$ cat src/rtl/bram_port_arbiter.sv
// Round-robin arbiter sharing one single-port byte-write BRAM between
// instruction fetch (M0, read-only) and the load/store unit (M1).
module bram_port_arbiter #(
    parameter int ADDR_WIDTH = 14
) (
    input  logic                  clka,
    input  logic                  rst,
    input  logic                  m0_req,
    input  logic [ADDR_WIDTH-1:0] m0_addr,
    output logic                  m0_gnt,
    output logic                  m0_rvalid,
    output logic [31:0]           m0_rdata,
    input  logic                  m1_req,
    input  logic [ADDR_WIDTH-1:0] m1_addr,
    input  logic [31:0]           m1_wdata,
    input  logic [3:0]            m1_wstrb,
    input  logic                  m1_lock,
    output logic                  m1_gnt,
    output logic                  m1_rvalid,
    output logic [31:0]           m1_rdata,
    output logic [ADDR_WIDTH-1:0] addra,
    output logic [31:0]           dina,
    output logic [3:0]            wea,
    input  logic [31:0]           douta
);

    // last_gnt = 1 means M1 won most recently, so M0 wins the next contention
    logic last_gnt;
    logic lock_own;
    logic rsp_vld;
    logic rsp_port;
    logic rsp_wr;

    always_comb begin
        m0_gnt = 1'b0;
        m1_gnt = 1'b0;
        if (!rst) begin
            if (lock_own) begin
                m1_gnt = m1_req;
            end else if (m0_req && m1_req) begin
                m0_gnt = last_gnt;
                m1_gnt = !last_gnt;
            end else begin
                m0_gnt = m0_req;
                m1_gnt = m1_req;
            end
        end
    end

    assign addra = m1_gnt ? m1_addr : m0_addr;
    assign wea   = m1_gnt ? m1_wstrb : 4'b0000;
    assign dina  = m1_wdata;

    always_ff @(posedge clka) begin
        if (rst) begin
            last_gnt <= 1'b1;
            lock_own <= 1'b0;
            rsp_vld  <= 1'b0;
            rsp_port <= 1'b0;
            rsp_wr   <= 1'b0;
        end else begin
            if (m0_gnt) begin
                last_gnt <= 1'b0;
            end else if (m1_gnt) begin
                last_gnt <= 1'b1;
            end
            // dropping m1_lock releases ownership even without a grant
            if (!m1_lock) begin
                lock_own <= 1'b0;
            end else if (m1_gnt) begin
                lock_own <= 1'b1;
            end
            rsp_vld  <= m0_gnt || m1_gnt;
            rsp_port <= m1_gnt;
            rsp_wr   <= m1_gnt && (m1_wstrb != 4'b0000);
        end
    end

    assign m0_rvalid = rsp_vld && !rsp_port;
    assign m1_rvalid = rsp_vld && rsp_port;
    assign m0_rdata  = douta;
    assign m1_rdata  = rsp_wr ? 32'h0 : douta;

endmodule

$ cat config.mk
export PLATFORM = sky130hd
export DESIGN_NAME = bram_port_arbiter
export DESIGN_NICKNAME = d
export VERILOG_FILES = /design/src/rtl/bram_port_arbiter.sv
export SDC_FILE = /design/constraint.sdc
export NUM_CORES = 1
export LEC_CHECK = 0
export BUFFER_PORTS_ARGS = -buffer_cell sky130_fd_sc_hd__buf_4
export CORE_AREA = 8 8 78 80
export CTS_CLUSTER_SIZE = 24
export DETAILED_ROUTE_END_ITERATION = 7
export DIE_AREA = 0 0 86 88
export PLACE_DENSITY = 0.77
export SYNTH_ARGS = -nofsm -noshare
export SYNTH_HDL_FRONTEND = slang
export SYNTH_SLANG_ARGS = --single-unit
$ cat constraint.sdc
create_clock -name clka -period 1.6 [get_ports clka]
set_clock_uncertainty 0.05 [all_clocks]
set_input_delay 0.08 -clock clka [delete_from_list [all_inputs] [get_ports clka]]
set_output_delay 0.08 -clock clka [all_outputs]
set_load 0.05 [all_outputs]
==> impl_metrics.py, run 1 <==
metrics = {
    "routing": {
        "drt-total-wl_mm": 4.752,
        "vias": 1196,
        "drtIter0Drc": 6,
        "dr.pass1.iters": 4,
        "vias_per_cell": 3.858,
        "routedWlPerCell_microns": 15.33,
        "route.detailed.drc": 0,
        "ant_nets": 0,
    },
    "global_routing": {
        "grt_pass1_wl_mm": 6.637,
        "grt_busiest_layer": "met2",
        "grt.met1_usage_pct": 9.270,
        "use_met3_pct": 4.690,
        "grt_util_all_layers_pct": 10.91,
        "grt_max_degree": 33,
        "grt_overflow_total": 0,
        "grt_use_met2_pct": 20.99,
        "antenna_found_initial": 0,
        "grt_pass1_vias": 1317,
    },
    "critical_path": {
        "reg2reg_from": "last_gnt$_SDFFE_PP1P_",
        "cp_max_fo": 6,
        "start_kind": "flop",
        "slowest_delay_ps": 340,
        "path_buf_inv": 2,
        "required_ps": 1470,
        "crit_path_end_kind": "primary output",
        "crit_chain": "nand2_2, o21ai_4, clkbuf_16, mux2_4, buf_6",
        "crit_arrival_ps": 1510,
        "crit_start": "last_gnt$_SDFFE_PP1P_",
        "slowest_stage": "dfxtp_2",
        "critical_path.top_delay_family": "buffers and inverters",
        "worst-setup-path-type": "reg2out",
    },
    "layout": {
        "final_common_cell": "buf_4",
        "nets": 342,
        "insertedDiodeCount": 0,
        "area_growth_pct": 79.27,
        "seq_area_sq_um": 101.3,
        "multiInputGateArea_sq_um": 525.5,
        "nFillCells": 527,
        "final_cell_mix": "buf_4 (144), nor2b_1 (33), mux2_4 (14)",
        "drive_gt1_share_pct": 76.25,
    },
    "min_path": {
        "hold_class": "in2reg",
        "hold_path.startpoint": "rst",
    },
    "floorplan": {
        "ios": 219,
        "start_util_pct": 23.71,
        "dieArea_sq_um": 7568,
        "core-area_sq_um": 4912,
        "die_h_microns": 88,
        "die_width_microns": 86,
        "rows": 26,
    },
    "placement": {
        "finalWeightedCongestion": 0.7192,
        "place_ws_ps": 145.7,
        "dp_hpwl_mm": 4.069,
        "portBuffers": 154,
    },
    "clocking": {
        "clk_pin_slew_ps": 40,
        "cts_made_buffers": 3,
        "htreeDepth": 1,
        "clk_path_buf_depth": 2,
        "cts_tree": "built",
        "clock_sinks": 5,
        "clk_latency_ps": 220,
        "hold_buffers": 0,
        "cts_root_buffer": "clkbuf_8",
    },
    "yosys": {
        "postSynthAreaPerCell_sq_um": 8.089,
        "synth_area_sq_um": 1165,
        "syn_inst": 144,
        "ys_seq_elements": 5,
        "yosysWarnings": 0,
        "synth_seq_area_share_pct": 8.593,
        "syn-num-nets": 245,
        "yosys.cell_types.count": 20,
    },
    "timing": {
        "finalSetupTns_ps": -266.7,
        "drv_slew": 0,
        "worst_slack_ps": -36.62,
        "final_hold_viol_count": 0,
        "min_period_ps": 1637,
        "max_slew_margin_pct": 79.67,
        "setup_viol": 12,
        "fin_hold_ws_ps": 35.20,
        "tightest_slew_ps": 304.9,
        "max_freq_ghz": 0.6110,
        "period_share_pct": 102.3,
        "rsz0062_at_grt": "true",
    },
    "flow_run": {
        "maxCapViolations": 0,
    },
    "power_and_ir_drop": {
        "finalPower_uw": 1441,
        "ir_drop_mv": 0.4343,
        "p_per_area_nw_per_um2": 690.0,
        "p_leak_uw": 0.001184,
    },
    "status": {
        "violations": "setup timing",
        "outcome": "finished, violations left",
    },
}
-- routing by layer --
layer / vias up / share of wire [%]
met3: 20 / 12
met4: 0 / 3.0
li1: 572 / -
met1: 511 / 32
met2: 93 / 53
met5: - / 0
-- cell type report --
class	instances	share of cell area [%]
Tap cell	70	4.194
Multi-Input combinational cell	63	25.16
Inverter	7	1.258
Clock buffer	4	2.157
Sequential cell	5	4.853
Timing Repair Buffer	161	62.37
-- power breakdown --
group | switching [uW] | internal (uW)
Combinational | 668 | 402
Clock | 60.0 | 171
Sequential | 5.29 | 135
-- cell usage after synthesis --
master	number	area, sq um
buf_12	1	20.02
mux2_2	2	22.52
clkbuf_1	3	11.26
o31a_2	1	10.01
nor3b_1	1	7.510
and2_1	1	6.260
o21ai_4	1	16.27
nand3_1	1	5.000
inv_1	7	26.28
buf_6	1	11.26
nand2_1	2	7.510
nor2b_4	1	13.76
nor2b_1	33	206.5
mux2_4	12	180.2
nor2_1	5	18.77
buf_4	64	480.5
a21oi_1	1	5.000
or2b_1	1	7.510
a41oi_1	1	8.760
dfxtp_1	5	100.1
-- kinds of logic after synthesis --
family	count (synthesis)	synth area share (%)
buf+inv	76	47.15
simple gates	45	23.42
mux	14	17.40
flops	5	8.593
compound gates	4	3.437
-- path summary, 6_finish.rpt --
path,endpoint,slack (ps),cells after the start
worst max register to register,rsp_vld$_SDFF_PP0_,450,5
worst min-delay path,lock_own$_SDFFE_PP0P_,40,2
worst max-delay path,addra[4],-40,5
worst min register to register,last_gnt$_SDFFE_PP1P_,460,1
-- state kept, by name, summed over array words and instances (netlist names) --
signal	flops
rsp_wr	1
rsp_port	1
last_gnt	1
lock_own	1
rsp_vld	1
-- metrics by stage --
step / instance area (sq um) / util (%) / instances
global route: 2088 / 42.51 / 310
CTS: 2091 / 42.56 / 310
global placement: 1921 / 39.10 / 302
finish: 2088 / 42.51 / 310
detailed placement: 1921 / 39.10 / 302
floorplan: 1165 / - / 144
-- repair_timing --
action,in CTS,in global routing
pin swaps,1,1
gates cloned,1,0
buffers inserted,3,0
setup endpoints to repair,14,19
gates resized for setup,22,1
No activity file was read; power rests on OpenSTA's default activity.
==> run 2: changes to the inputs <==
--- a/config.mk
+++ b/config.mk
@@ -5,11 +5,12 @@
 export SDC_FILE = /design/constraint.sdc
 export NUM_CORES = 1
 export LEC_CHECK = 0
+export ABC_AREA = 1
 export BUFFER_PORTS_ARGS = -buffer_cell sky130_fd_sc_hd__buf_4
-export CORE_AREA = 8 8 78 80
+export CORE_AREA = 8 8 79 81
 export CTS_CLUSTER_SIZE = 24
 export DETAILED_ROUTE_END_ITERATION = 7
-export DIE_AREA = 0 0 86 88
+export DIE_AREA = 0 0 87 89
 export PLACE_DENSITY = 0.77
 export SYNTH_ARGS = -nofsm -noshare
 export SYNTH_HDL_FRONTEND = slang
==> run 2 against run 1 <==
  * The run now ends clean
  * Register-to-register slack improved by 90 ps
  * Clock power about the same
  * Synthesized cell count increased by 51%
  * First-iteration DRC count increased to 4.2 times the previous value
  * Core utilization decreased by 1.5 points
  * Synthesized area increased by 5.4%
  * Sequential power about the same
==> impl_metrics.py, run 2 <==
metrics = {
    "critical_path": {
        "path_buf_inv": 2,
        "required_ps": 1470,
        "slowest_delay_ps": 300,
        "critical_path.top_delay_family": "simple AND/OR/NAND/NOR gates",
        "crit_arrival_ps": 1370,
        "slowest_stage": "dfxtp_1",
        "crit_path_end_kind": "primary output",
        "cp_max_fo": 16,
        "start_kind": "flop",
        "crit_chain": "inv_1, nand2_2, nand2_2, nand2_8, nand2_8, nand2_1, nand2_1, buf_4",
        "worst-setup-path-type": "reg2out",
    },
    "floorplan": {
        "ios": 219,
        "dieArea_sq_um": 7743,
        "die_h_microns": 89,
        "start_util_pct": 24.66,
        "rows": 26,
        "core-area_sq_um": 4977,
        "die_width_microns": 87,
    },
    "power_and_ir_drop": {
        "ir_drop_mv": 0.5423,
        "p_leak_uw": 0.001312,
        "p_per_area_nw_per_um2": 737.1,
    },
    "routing": {
        "ant_nets": 0,
        "routedWlPerCell_microns": 12.68,
        "drtIter0Drc": 25,
        "route.detailed.drc": 0,
        "vias": 1470,
        "dr.pass1.iters": 4,
        "vias_per_cell": 3.899,
        "drt-total-wl_mm": 4.780,
    },
    "global_routing": {
        "grt_overflow_total": 0,
        "grt_pass1_vias": 1435,
        "antenna_found_initial": 0,
        "grt_max_degree": 33,
        "grt_util_all_layers_pct": 11.09,
        "grt_pass1_wl_mm": 7.003,
    },
    "status": {
        "outcome": "completed",
    },
    "timing": {
        "tightest_slew_ps": 297.3,
        "setup_viol": 0,
        "period_share_pct": 93.47,
        "min_period_ps": 1496,
        "max_slew_margin_pct": 80.06,
        "finalSetupTns_ps": 0,
        "worst_slack_ps": 104.5,
        "final_hold_viol_count": 0,
        "rsz0062_at_grt": "false",
        "drv_slew": 0,
        "max_freq_ghz": 0.6687,
    },
    "placement": {
        "dp_hpwl_mm": 4.157,
        "place_ws_ps": 230.6,
        "portBuffers": 154,
        "finalWeightedCongestion": 0.7820,
    },
    "yosys": {
        "synth_ff_type": "dfxtp_1",
        "yosys-top-cells-area": "buf_4 (40%), inv_1 (13%), nor2_1 (12%), nand2_1 (9.2%), dfxtp_1 (8.2%)",
        "syn-num-nets": 318,
        "syn_inst": 217,
        "netlist_top_cells_count": "buf_4 (65), inv_1 (43), nor2_1 (39)",
        "synth_seq_area_share_pct": 8.155,
        "yosysTopAreaCell": "buf_4",
        "ys_async_sr_fraction_pct": 0,
        "synth.most_common_cell": "buf_4",
        "yosys.area.top_type_share_pct": 39.76,
        "ys_seq_elements": 5,
        "postSynthAreaPerCell_sq_um": 5.656,
        "yosys.cell_types.count": 16,
        "synth_edf_count": 0,
        "yosysWarnings": 0,
        "synth_area_sq_um": 1227,
    },
    "clocking": {
        "clk_pin_slew_ps": 30,
        "clk_latency_ps": 220,
        "clk_path_buf_depth": 2,
        "cts_tree": "built",
        "cts_made_buffers": 3,
        "htreeDepth": 1,
        "hold_buffers": 0,
        "cts_root_buffer": "clkbuf_8",
        "clock_sinks": 5,
    },
    "min_path": {
        "hold_class": "in2reg",
    },
    "layout": {
        "final_cell_mix": "buf_4 (155), inv_1 (43), nor2_1 (39)",
        "drive_gt1_share_pct": 56.35,
        "nets": 409,
        "area_growth_pct": 66.16,
        "final_common_cell": "buf_4",
        "insertedDiodeCount": 0,
    },
    "flow_run": {
        "maxCapViolations": 0,
    },
}
run 2: changes by cell type in the layout (fill, tap and decap cells not counted), sizes merged, moves of 4 or more:
cell	previous run	this run
nand3	1	15
nand2	2	37
buf	160	156
nor2b	34	0
nor2	5	44
inv	7	43
mux2	14	0
run 2: logic make-up (layout without fill, tap and decap cells):
logic type,count (synthesis),count (layout),synth area share [%]
compound gates,2,2,1.121
buf+inv,115,204,57.08
flops,5,5,8.155
simple gates,95,96,33.64
run 2: cell type report:
class,count,area [sq um]
sequential,5,100.1
inverter,44,165.2
timing repair buffer,156,1175
clock buffer,4,45.04
tap,70,87.58
multi-input combinational,98,466.7
fill,550,2938
run 2: report_power, final:
| group | total [uW] | switching [uW] | internal (uW) | leakage [uW] |
|---|---|---|---|---|
| registers | 142 | 5.37 | 136 | 0.0000415 |
| clock network | 231 | 60.5 | 171 | 0.0000228 |
| logic | 1130 | 772 | 358 | 0.00125 |
run 2: path summary, 6_finish.rpt:
check / from / end / slack [ps] / depth (start not counted)
setup / recovery: lock_own$_SDFFE_PP0P_ / addra[1] / 100 / 8
hold / removal: m1_lock / lock_own$_SDFFE_PP0P_ / 40 / 3
setup reg to reg: last_gnt$_SDFFE_PP1P_ / last_gnt$_SDFFE_PP1P_ / 540 / 5
hold reg to reg: lock_own$_SDFFE_PP0P_ / lock_own$_SDFFE_PP0P_ / 420 / 2
run 2: routing by layer:
layer,vias up,wire (microns),GRT usage [%]
met3,2,922,8.824
met4,0,19,2.504
li1,735,-,-
met1,601,1627,10.16
met2,132,2211,18.95
met5,-,0,0
run 2: what timing repair did:
item	4_1_cts	5_1_grt
setup endpoints to repair	9	18
setup buffers	0	0
gates cloned	0	1
resized for setup	1	4
pin swaps	0	1
run 2: worst reg2reg max path, cell delays in order, from the launching register on:
cell     delay [ps]
dfxtp_1         340
inv_1            70
nand2_2         120
nand2_1         120
nor2_1          180
nor2_1           70
run 2: metrics by stage:
step	hold slack, ps	instance area, sq um	util [%]	cells	total power (uW)
detailed placement	110.3	1951	39.19	372	1262
global placement	110.3	1951	39.19	372	1253
floorplan	157.4	1227	-	217	1138
CTS	42.52	2004	40.27	376	1507
global route	66.44	2039	40.98	377	1585
finish	43.77	2039	40.98	377	1503
